$ cat src/rtl/huc6270_pkg.sv
// Shared HuC6270 VDC host-port types: port selects, register numbers, request
// opcodes and the per-phase descriptor used by the bus master.
package huc6270_pkg;

    typedef enum logic [1:0] {
        A_STATUS_ADDR_REG = 2'b00,
        A_DATA_LSB        = 2'b10,
        A_DATA_MSB        = 2'b11
    } a_sel_t;

    typedef logic [4:0] addr_reg_t;

    typedef enum logic [1:0] {
        OP_SEL       = 2'd0,
        OP_WR_REG    = 2'd1,
        OP_RD_REG    = 2'd2,
        OP_RD_STATUS = 2'd3
    } op_t;

    localparam addr_reg_t REG_MAWR  = 5'h00;
    localparam addr_reg_t REG_MARR  = 5'h01;
    localparam addr_reg_t REG_VRR   = 5'h02;
    localparam addr_reg_t REG_VWR   = 5'h02;
    localparam addr_reg_t REG_CR    = 5'h05;
    localparam addr_reg_t REG_RCR   = 5'h06;
    localparam addr_reg_t REG_BXR   = 5'h07;
    localparam addr_reg_t REG_BYR   = 5'h08;
    localparam addr_reg_t REG_MWR   = 5'h09;
    localparam addr_reg_t REG_HSR   = 5'h0A;
    localparam addr_reg_t REG_HDR   = 5'h0B;
    localparam addr_reg_t REG_VSR   = 5'h0C;
    localparam addr_reg_t REG_VDR   = 5'h0D;
    localparam addr_reg_t REG_VCR   = 5'h0E;
    localparam addr_reg_t REG_DCR   = 5'h0F;
    localparam addr_reg_t REG_SOUR  = 5'h10;
    localparam addr_reg_t REG_DESR  = 5'h11;
    localparam addr_reg_t REG_LENR  = 5'h12;
    localparam addr_reg_t REG_DVSSR = 5'h13;

    localparam int MAX_PHASES = 3;

    // Bus-cycle states; GAP belongs to the sequencer, the rest to vdc_bus_cycle.
    typedef enum logic [2:0] {
        ST_IDLE, ST_SETUP, ST_STROBE, ST_HOLD, ST_GAP
    } bus_st_t;

    typedef enum logic [1:0] {
        SQ_IDLE, SQ_RUN, SQ_GAP
    } seq_st_t;

    typedef struct packed {
        logic   rd;
        a_sel_t a;
        logic [7:0] d;
    } phase_t;

endpackage

$ cat src/rtl/vdc_bus_master_if.sv
// Request/response channel plus VDC host-port pins; master = bus master side.
interface vdc_bus_master_if;
    import huc6270_pkg::*;

    logic       req_valid;
    logic       req_ready;
    op_t        req_op;
    addr_reg_t  req_reg;
    logic [15:0] req_wdata;
    logic       rsp_valid;
    logic [15:0] rsp_rdata;
    logic [7:0] rsp_status;

    logic       CS_n;
    logic       RD_n;
    logic       WR_n;
    a_sel_t     A;
    logic [7:0] DO;
    logic [7:0] DI;
    logic       BUSY_n;

    modport master (
        input  req_valid, req_op, req_reg, req_wdata, DI, BUSY_n,
        output req_ready, rsp_valid, rsp_rdata, rsp_status, CS_n, RD_n, WR_n, A, DO
    );

    modport slave (
        output req_valid, req_op, req_reg, req_wdata, DI, BUSY_n,
        input  req_ready, rsp_valid, rsp_rdata, rsp_status, CS_n, RD_n, WR_n, A, DO
    );

endinterface

$ cat src/rtl/vdc_bus_cycle.sv
// One VDC byte cycle: SETUP -> STROBE (stretched by BUSY_n) -> HOLD, with DI
// captured on the edge that ends the strobe.
module vdc_bus_cycle
    import huc6270_pkg::*;
#(
    parameter int SETUP_CYCLES  = 1,
    parameter int STROBE_CYCLES = 2,
    parameter int HOLD_CYCLES   = 1
) (
    input  logic       clock,
    input  logic       reset_n,
    input  logic       start_i,
    input  phase_t     phase_i,
    output logic       done_o,
    output logic [7:0] rdata_o,
    output logic       cs_n_o,
    output logic       rd_n_o,
    output logic       wr_n_o,
    output a_sel_t     a_o,
    output logic [7:0] do_o,
    input  logic [7:0] di_i,
    input  logic       busy_n_i
);

    bus_st_t    st_q, st_d;
    logic [7:0] cnt_q, cnt_d;
    phase_t     ph_q;
    logic [7:0] rdata_q;
    logic       cap;

    always_comb begin
        st_d   = st_q;
        cnt_d  = cnt_q + 8'd1;
        done_o = 1'b0;
        cap    = 1'b0;
        case (st_q)
            ST_IDLE: begin
                cnt_d = '0;
                if (start_i) st_d = ST_SETUP;
            end
            ST_SETUP: begin
                if (cnt_q == 8'(SETUP_CYCLES - 1)) begin
                    st_d  = ST_STROBE;
                    cnt_d = '0;
                end
            end
            ST_STROBE: begin
                if (cnt_q >= 8'(STROBE_CYCLES - 1)) begin
                    // minimum width met: counter parks while BUSY_n stretches
                    cnt_d = cnt_q;
                    if (busy_n_i) begin
                        st_d  = ST_HOLD;
                        cnt_d = '0;
                        cap   = 1'b1;
                    end
                end
            end
            ST_HOLD: begin
                if (cnt_q == 8'(HOLD_CYCLES - 1)) begin
                    st_d   = ST_IDLE;
                    cnt_d  = '0;
                    done_o = 1'b1;
                end
            end
            default: begin
                st_d  = ST_IDLE;
                cnt_d = '0;
            end
        endcase
    end

    always_ff @(posedge clock or negedge reset_n) begin
        if (!reset_n) begin
            st_q    <= ST_IDLE;
            cnt_q   <= '0;
            ph_q    <= '0;
            rdata_q <= '0;
        end else begin
            st_q  <= st_d;
            cnt_q <= cnt_d;
            if (st_q == ST_IDLE && start_i) ph_q <= phase_i;
            if (cap && ph_q.rd) rdata_q <= di_i;
        end
    end

    assign cs_n_o  = (st_q == ST_IDLE);
    assign rd_n_o  = !((st_q == ST_STROBE) && ph_q.rd);
    assign wr_n_o  = !((st_q == ST_STROBE) && !ph_q.rd);
    assign a_o     = ph_q.a;
    assign do_o    = ph_q.d;
    assign rdata_o = rdata_q;

endmodule

$ cat src/rtl/vdc_bus_master.sv
// HuC6270 host-port initiator: expands a 16-bit register request into up to three
// byte cycles, caches the selected register, and synchronizes IRQ_n.
module vdc_bus_master
    import huc6270_pkg::*;
#(
    parameter int SETUP_CYCLES  = 1,
    parameter int STROBE_CYCLES = 2,
    parameter int HOLD_CYCLES   = 1,
    parameter bit CACHE_ADDR    = 1'b1
) (
    input  logic             clock,
    input  logic             reset_n,
    vdc_bus_master_if.master bus,
    input  logic             IRQ_n,
    output logic             irq
);

    seq_st_t   sq_q, sq_d;
    op_t       op_q;
    addr_reg_t reg_q;
    phase_t [MAX_PHASES-1:0] list_q, list_d;
    logic [1:0] nph_q, nph_d, idx_q, idx_d;
    addr_reg_t cache_q;
    logic      cache_vld_q;
    logic      rdy_en_q;
    logic [7:0] lsb_q;
    logic      rsp_valid_q;
    logic [15:0] rsp_rdata_q;
    logic [7:0] rsp_status_q;
    logic      irq_s_q, irq_q;

    logic      accept, hit, last_ph, cur_rd, bc_start, bc_done;
    a_sel_t    cur_a;
    phase_t    bc_phase, sel_ph, lo_ph, hi_ph;
    logic [7:0] bc_rdata;
    logic      rd_op;

    assign bus.req_ready = rdy_en_q && (sq_q == SQ_IDLE);
    assign accept  = bus.req_valid && bus.req_ready;
    assign hit     = CACHE_ADDR && cache_vld_q && (bus.req_reg == cache_q);
    assign cur_rd  = list_q[idx_q].rd;
    assign cur_a   = list_q[idx_q].a;
    assign last_ph = (idx_q == nph_q - 2'd1);

    // Phase list built from the live request; only latched on acceptance.
    always_comb begin
        rd_op  = (bus.req_op == OP_RD_REG);
        sel_ph = '{rd: 1'b0, a: A_STATUS_ADDR_REG, d: {3'b000, bus.req_reg}};
        lo_ph  = '{rd: rd_op, a: A_DATA_LSB, d: rd_op ? 8'h00 : bus.req_wdata[7:0]};
        hi_ph  = '{rd: rd_op, a: A_DATA_MSB, d: rd_op ? 8'h00 : bus.req_wdata[15:8]};
        list_d = '0;
        nph_d  = 2'd1;
        case (bus.req_op)
            OP_SEL: list_d[0] = sel_ph;
            OP_WR_REG, OP_RD_REG: begin
                if (hit) begin
                    list_d[0] = lo_ph;
                    list_d[1] = hi_ph;
                    nph_d     = 2'd2;
                end else begin
                    list_d[0] = sel_ph;
                    list_d[1] = lo_ph;
                    list_d[2] = hi_ph;
                    nph_d     = 2'd3;
                end
            end
            OP_RD_STATUS: list_d[0] = '{rd: 1'b1, a: A_STATUS_ADDR_REG, d: 8'h00};
            default: ;
        endcase
    end

    always_comb begin
        sq_d     = sq_q;
        idx_d    = idx_q;
        bc_start = 1'b0;
        case (sq_q)
            SQ_IDLE: begin
                if (accept) begin
                    sq_d     = SQ_RUN;
                    idx_d    = 2'd0;
                    bc_start = 1'b1;
                end
            end
            SQ_RUN: begin
                if (bc_done) begin
                    if (last_ph) begin
                        sq_d = SQ_IDLE;
                    end else begin
                        sq_d  = SQ_GAP;
                        idx_d = idx_q + 2'd1;
                    end
                end
            end
            SQ_GAP: begin
                sq_d     = SQ_RUN;
                bc_start = 1'b1;
            end
            default: sq_d = SQ_IDLE;
        endcase
    end

    assign bc_phase = (sq_q == SQ_IDLE) ? list_d[0] : list_q[idx_q];

    always_ff @(posedge clock or negedge reset_n) begin
        if (!reset_n) begin
            sq_q         <= SQ_IDLE;
            idx_q        <= '0;
            op_q         <= OP_SEL;
            reg_q        <= '0;
            list_q       <= '0;
            nph_q        <= 2'd1;
            cache_q      <= '0;
            cache_vld_q  <= 1'b0;
            rdy_en_q     <= 1'b0;
            lsb_q        <= '0;
            rsp_valid_q  <= 1'b0;
            rsp_rdata_q  <= '0;
            rsp_status_q <= '0;
        end else begin
            sq_q        <= sq_d;
            idx_q       <= idx_d;
            rdy_en_q    <= 1'b1;
            rsp_valid_q <= 1'b0;
            if (accept) begin
                op_q   <= bus.req_op;
                reg_q  <= bus.req_reg;
                list_q <= list_d;
                nph_q  <= nph_d;
            end
            if (sq_q == SQ_RUN && bc_done) begin
                if (!cur_rd && cur_a == A_STATUS_ADDR_REG) begin
                    cache_q     <= reg_q;
                    cache_vld_q <= 1'b1;
                end
                if (cur_rd && cur_a == A_DATA_LSB) lsb_q <= bc_rdata;
                if (last_ph) begin
                    rsp_valid_q <= 1'b1;
                    if (op_q == OP_RD_REG)    rsp_rdata_q  <= {bc_rdata, lsb_q};
                    if (op_q == OP_RD_STATUS) rsp_status_q <= bc_rdata;
                end
            end
        end
    end

    always_ff @(posedge clock or negedge reset_n) begin
        if (!reset_n) begin
            irq_s_q <= 1'b0;
            irq_q   <= 1'b0;
        end else begin
            irq_s_q <= ~IRQ_n;
            irq_q   <= irq_s_q;
        end
    end

    logic       cs_n, rd_n, wr_n;
    a_sel_t     a_pin;
    logic [7:0] do_pin;

    vdc_bus_cycle #(
        .SETUP_CYCLES  (SETUP_CYCLES),
        .STROBE_CYCLES (STROBE_CYCLES),
        .HOLD_CYCLES   (HOLD_CYCLES)
    ) u_cycle (
        .clock    (clock),
        .reset_n  (reset_n),
        .start_i  (bc_start),
        .phase_i  (bc_phase),
        .done_o   (bc_done),
        .rdata_o  (bc_rdata),
        .cs_n_o   (cs_n),
        .rd_n_o   (rd_n),
        .wr_n_o   (wr_n),
        .a_o      (a_pin),
        .do_o     (do_pin),
        .di_i     (bus.DI),
        .busy_n_i (bus.BUSY_n)
    );

    assign bus.CS_n       = cs_n;
    assign bus.RD_n       = rd_n;
    assign bus.WR_n       = wr_n;
    assign bus.A          = a_pin;
    assign bus.DO         = do_pin;
    assign bus.rsp_valid  = rsp_valid_q;
    assign bus.rsp_rdata  = rsp_rdata_q;
    assign bus.rsp_status = rsp_status_q;
    assign irq            = irq_q;

endmodule

$ cat src/flat_wrapper.sv
// flat-port wrapper written by rule: the top's interface ports become plain ports
module vdc_bus_master_flat import huc6270_pkg::*;
#(
    parameter int SETUP_CYCLES  = 1,
    parameter int STROBE_CYCLES = 2,
    parameter int HOLD_CYCLES   = 1,
    parameter bit CACHE_ADDR    = 1'b1
)
  (clock, reset_n, IRQ_n, irq, bus_req_valid, bus_req_op, bus_req_reg, bus_req_wdata, bus_DI, bus_BUSY_n, bus_req_ready, bus_rsp_valid, bus_rsp_rdata, bus_rsp_status, bus_CS_n, bus_RD_n, bus_WR_n, bus_A, bus_DO);
  vdc_bus_master_if bus_i ();
  input  logic clock;
  input  logic reset_n;
  input  logic IRQ_n;
  output logic irq;
  input wire logic [$bits(bus_i.req_valid)-1:0] bus_req_valid;
  input wire logic [$bits(bus_i.req_op)-1:0] bus_req_op;
  input wire logic [$bits(bus_i.req_reg)-1:0] bus_req_reg;
  input wire logic [$bits(bus_i.req_wdata)-1:0] bus_req_wdata;
  input wire logic [$bits(bus_i.DI)-1:0] bus_DI;
  input wire logic [$bits(bus_i.BUSY_n)-1:0] bus_BUSY_n;
  output wire logic [$bits(bus_i.req_ready)-1:0] bus_req_ready;
  output wire logic [$bits(bus_i.rsp_valid)-1:0] bus_rsp_valid;
  output wire logic [$bits(bus_i.rsp_rdata)-1:0] bus_rsp_rdata;
  output wire logic [$bits(bus_i.rsp_status)-1:0] bus_rsp_status;
  output wire logic [$bits(bus_i.CS_n)-1:0] bus_CS_n;
  output wire logic [$bits(bus_i.RD_n)-1:0] bus_RD_n;
  output wire logic [$bits(bus_i.WR_n)-1:0] bus_WR_n;
  output wire logic [$bits(bus_i.A)-1:0] bus_A;
  output wire logic [$bits(bus_i.DO)-1:0] bus_DO;
  assign bus_i.req_valid = bus_req_valid;
  assign bus_i.req_op = bus_req_op;
  assign bus_i.req_reg = bus_req_reg;
  assign bus_i.req_wdata = bus_req_wdata;
  assign bus_i.DI = bus_DI;
  assign bus_i.BUSY_n = bus_BUSY_n;
  assign bus_req_ready = bus_i.req_ready;
  assign bus_rsp_valid = bus_i.rsp_valid;
  assign bus_rsp_rdata = bus_i.rsp_rdata;
  assign bus_rsp_status = bus_i.rsp_status;
  assign bus_CS_n = bus_i.CS_n;
  assign bus_RD_n = bus_i.RD_n;
  assign bus_WR_n = bus_i.WR_n;
  assign bus_A = bus_i.A;
  assign bus_DO = bus_i.DO;
  vdc_bus_master #(.SETUP_CYCLES(SETUP_CYCLES), .STROBE_CYCLES(STROBE_CYCLES), .HOLD_CYCLES(HOLD_CYCLES), .CACHE_ADDR(CACHE_ADDR)) u_core (.clock(clock), .reset_n(reset_n), .bus(bus_i), .IRQ_n(IRQ_n), .irq(irq));
endmodule
$ cat config.mk
export PLATFORM = sky130hd
export DESIGN_NAME = vdc_bus_master_flat
export DESIGN_NICKNAME = d
export VERILOG_FILES = /design/src/rtl/huc6270_pkg.sv /design/src/rtl/vdc_bus_master_if.sv /design/src/rtl/vdc_bus_cycle.sv /design/src/rtl/vdc_bus_master.sv /design/src/flat_wrapper.sv
export SDC_FILE = /design/constraint.sdc
export NUM_CORES = 1
export LEC_CHECK = 0
export ABC_AREA = 0
export CAP_MARGIN = 20
export CORE_UTILIZATION = 59
export DETAILED_ROUTE_END_ITERATION = 10
export GPL_ROUTABILITY_DRIVEN = 0
export PLACE_DENSITY = 0.85
export RECOVER_POWER = 25
export SYNTH_ARGS = -nofsm -noshare
export SYNTH_HDL_FRONTEND = slang
export SYNTH_SLANG_ARGS = --single-unit
$ cat constraint.sdc
create_clock -name clock -period 3.8 [get_ports clock]
set_input_delay 0.57 -clock clock [delete_from_list [all_inputs] [get_ports clock]]
set_output_delay 0.57 -clock clock [all_outputs]
set_load 0.05 [all_outputs]
==> impl_metrics.toml <==
[setup_path]
cp-end-kind = "flip-flop"
slowest_delay_ns = 0.77
reg2reg_depth = 5
cp-start-kind = "flip-flop"
cp_data_arrival_time_ns = 3.18
worstReg2RegStart = "u_core.idx_q[1]"
worstPathCellList = "nor2b_1 > nand2_1 > o21ai_0 > nand3_1 > mux2_2"
cp_slowest_cell = "nor2b_1"
crit_path_max_fanout = 16
r2r_end = "u_core.lsb_q[3]"
r2r_slack_ns = 1.01
cp_data_required_time_ns = 4.19
setup.worst_path.class = "flip-flop to flip-flop"

[clock_network]
clock_latency_ns = 0.52
cts.htree.levels = 4
cts_tree = "yes"
cts_sinks = 114
cts_root_buffer = "clkbuf_8"
clkTransAtPathRegs_ns = 0.06
ctsHoldBuffers = 0
cts_resized = 0
numCtsBuffers = 17
cts_setup_buffers = 0
cts_buffer_depth = 2

[global_routing]
grt.total_usage_pct = 28.6
grt_max_degree = 115
gr-total-overflow = 0
grt_pass1_wl_mm = 21.1
grt_antenna_before_repair = 0
grt_pass1_vias = 4366

[timing]
fin_crit_sh_pct = 73.4
final.setup.tns_ns = 0
setup-violations-final = 0
finClkSkew_ns = 0.00859
layout_setup_ws_ns = 1.01
rsz0062_at_grt = "false"
hold_violations = 0
max_slew_margin_pct = -82.4
maxSlewViolCount = 115
finalCriticalPeriod_ns = 2.79
max_clock_freq_ghz = 0.359
worst_slew_pin_slew_ns = 2.74

[worst_hold_path]
hp-class = "flip-flop to flip-flop"
worstHoldStart = "u_core.irq_s_q"
holdPathStages = 0
min_to = "u_core.irq"

[routing]
routed_wl_mm = 12.7
wire_per_inst_um = 18.5
drt_iter0_markers = 266
drtPass1Iterations = 8
drc = 4
vias = 4122
vias_per_cell = 6.01
ant_nets = 0

[synth]
synth-seq-cells = 114
yosys_warnings = 0
yosysUniqueCellTypes = 56
synth_area_um2 = 5450
synth_nets = 546
synthCells = 499
synth_edf_count = 0
synth_async_sr_flop_share_pct = 100
synth.avg_cell_area_um2 = 10.9
synth_ff_type = "dfrtp_1"
seq_area_frac_synth_pct = 52.4

[die]
dieHeight_um = 98.1
dieArea_um2 = 9620
coreArea_um2 = 8850
floorplan.initialDensity_pct = 61.6
die_x_um = 98.1
ios = 76
num_rows = 34

[placement]
io_buffer_count = 75
dp_slack_ns = 0.828
hpwl_mm = 8.23
place_area_um2 = 6200

[final_layout]
final_util_pct = 76.1
n_antenna_cell = 0
area_growth_pct = 23.6
nets = 612
drive_gt1_share_pct = 17.3
n_fill_cell = 573
layout_common_cells = "113 x dfrtp_1, 82 x nand2_1, 73 x clkdlybuf4s50_1, 43 x o21ai_0, 38 x mux2_2"
final_common_cell = "dfrtp_1"
stdcell_area_um2 = 6730

[run_status]
violations = "design-rule violations, max-capacitance violations, max-slew violations"
status = "finished with violations"

[power]
powerDensity_nw_per_um2 = 741
p_leak_nw = 3.08
vdd_ir_drop_max_mv = 0.469

[flow_run]
max-cap-violations = 1
-- worst max path at each step --
| stage | slack (ns) | depth (start not counted) | startpoint | end |
|---|---|---|---|---|
| after global routing | 0.61 | 2 | reset_n | u_core.list_q[6] |
| after floorplan | 1.61 | 6 | u_core.u_cycle.st_q[0] | u_core.u_cycle.do_o[2] |
| after CTS | 1.02 | 4 | u_core.u_cycle.st_q[0] | bus_WR_n |
| final | 1.01 | 5 | u_core.idx_q[1] | u_core.lsb_q[3] |
| after global placement | 0.98 | 7 | bus_req_reg[2] | u_core.list_q[2] |
| after detailed placement | 0.83 | 7 | bus_req_reg[2] | u_core.list_q[2] |
-- per-layer routing --
| layer | wire, um | vias to the layer above | GRT usage, % |
|---|---|---|---|
| met2 | 6700 | 146 | 50.5 |
| met3 | 672 | 23 | 7.02 |
| met4 | 218 | 0 | 11.0 |
| li1 | - | 1864 | - |
| met5 | 0 | - | 0 |
| met1 | 5100 | 2089 | 33.6 |
-- worst max-delay path: cells and delay by family, from the launching register on --
kind,cells,cell delay (ns)
and+or+nand+nor,3,1.34
DFF,1,0.69
AOI/OAI and AO/OA,1,0.23
muxes,1,0.41
-- Yosys cell counts (all sizes together) (2+ instances only) --
library cell / count / area (um2)
a22o: 5 / 43.8
nand3: 17 / 97.6
a31oi: 10 / 62.6
nand2: 82 / 308
xnor2: 2 / 17.5
a2bb2oi: 4 / 35.0
nand2b: 4 / 25.0
nor4: 2 / 27.5
ha: 11 / 138
o211ai: 7 / 52.6
xor2: 4 / 35.0
nor3: 2 / 15.0
a311o: 2 / 20.0
o21a: 3 / 22.5
clkbuf: 13 / 48.8
or2: 2 / 12.5
inv: 14 / 52.6
nor2: 14 / 52.6
nor3b: 3 / 38.8
o22ai: 2 / 12.5
a21oi: 12 / 60.1
or3b: 2 / 17.5
mux2i: 21 / 210
a211oi: 2 / 15.0
mux2: 48 / 578
buf: 23 / 158
and3: 7 / 43.8
o21ai: 43 / 215
dfrtp: 113 / 2830
nor2b: 9 / 56.3
-- logic make-up (layout without fill, tap and decap cells) --
group,Yosys count,count (layout),synth area share (%)
mux,69,69,14.5
xor+xnor,6,6,0.965
buf+inv,50,129,4.76
compound gates,100,100,11.5
flops,114,114,52.4
simple gates,148,148,13.3
other cells,1,1,0.0689
fa+ha+maj,11,11,2.53
-- flip-flops by register name, summed over array words and instances (netlist names), 5 cells and up --
signal	flops
u_core.bus.rsp_rdata	16
u_core.u_cycle.cnt_q	8
u_core.u_cycle.do_o	8
u_core.reg_q	5
u_core.cache_q	5
u_core.lsb_q	8
u_core.list_q	30
u_core.u_cycle.rdata_o	8
u_core.bus.rsp_status	8
-- power by group --
group / switching, W / internal, W / leakage [nW]
Combinational: 0.00104 / 0.000672 / 1.31
Clock: 0.000556 / 0.000896 / 0.266
Sequential: 0.000269 / 0.00156 / 1.50
-- through the flow --
stage / hold WS (ns) / instances / power [W]
CTS: 0.156 / 686 / 0.00499
floorplan: 0.274 / 499 / 0.00302
global placement: 0.334 / 654 / 0.00343
global route: 0.355 / 686 / 0.00524
finish: 0.349 / 686 / 0.00499
detailed placement: 0.340 / 654 / 0.00351
-- final cells by class --
class / count / area [um2] / share of cell area, %
clock buffer: 19 / 442 / 6.56
clock inverter: 13 / 111 / 1.65
inverter: 14 / 52.6 / 0.780
multi-input combinational: 335 / 2330 / 34.7
sequential: 114 / 2850 / 42.4
tap: 108 / 135 / 2.01
timing repair buffer: 83 / 806 / 12.0
Power figures use the tool's default switching activity.
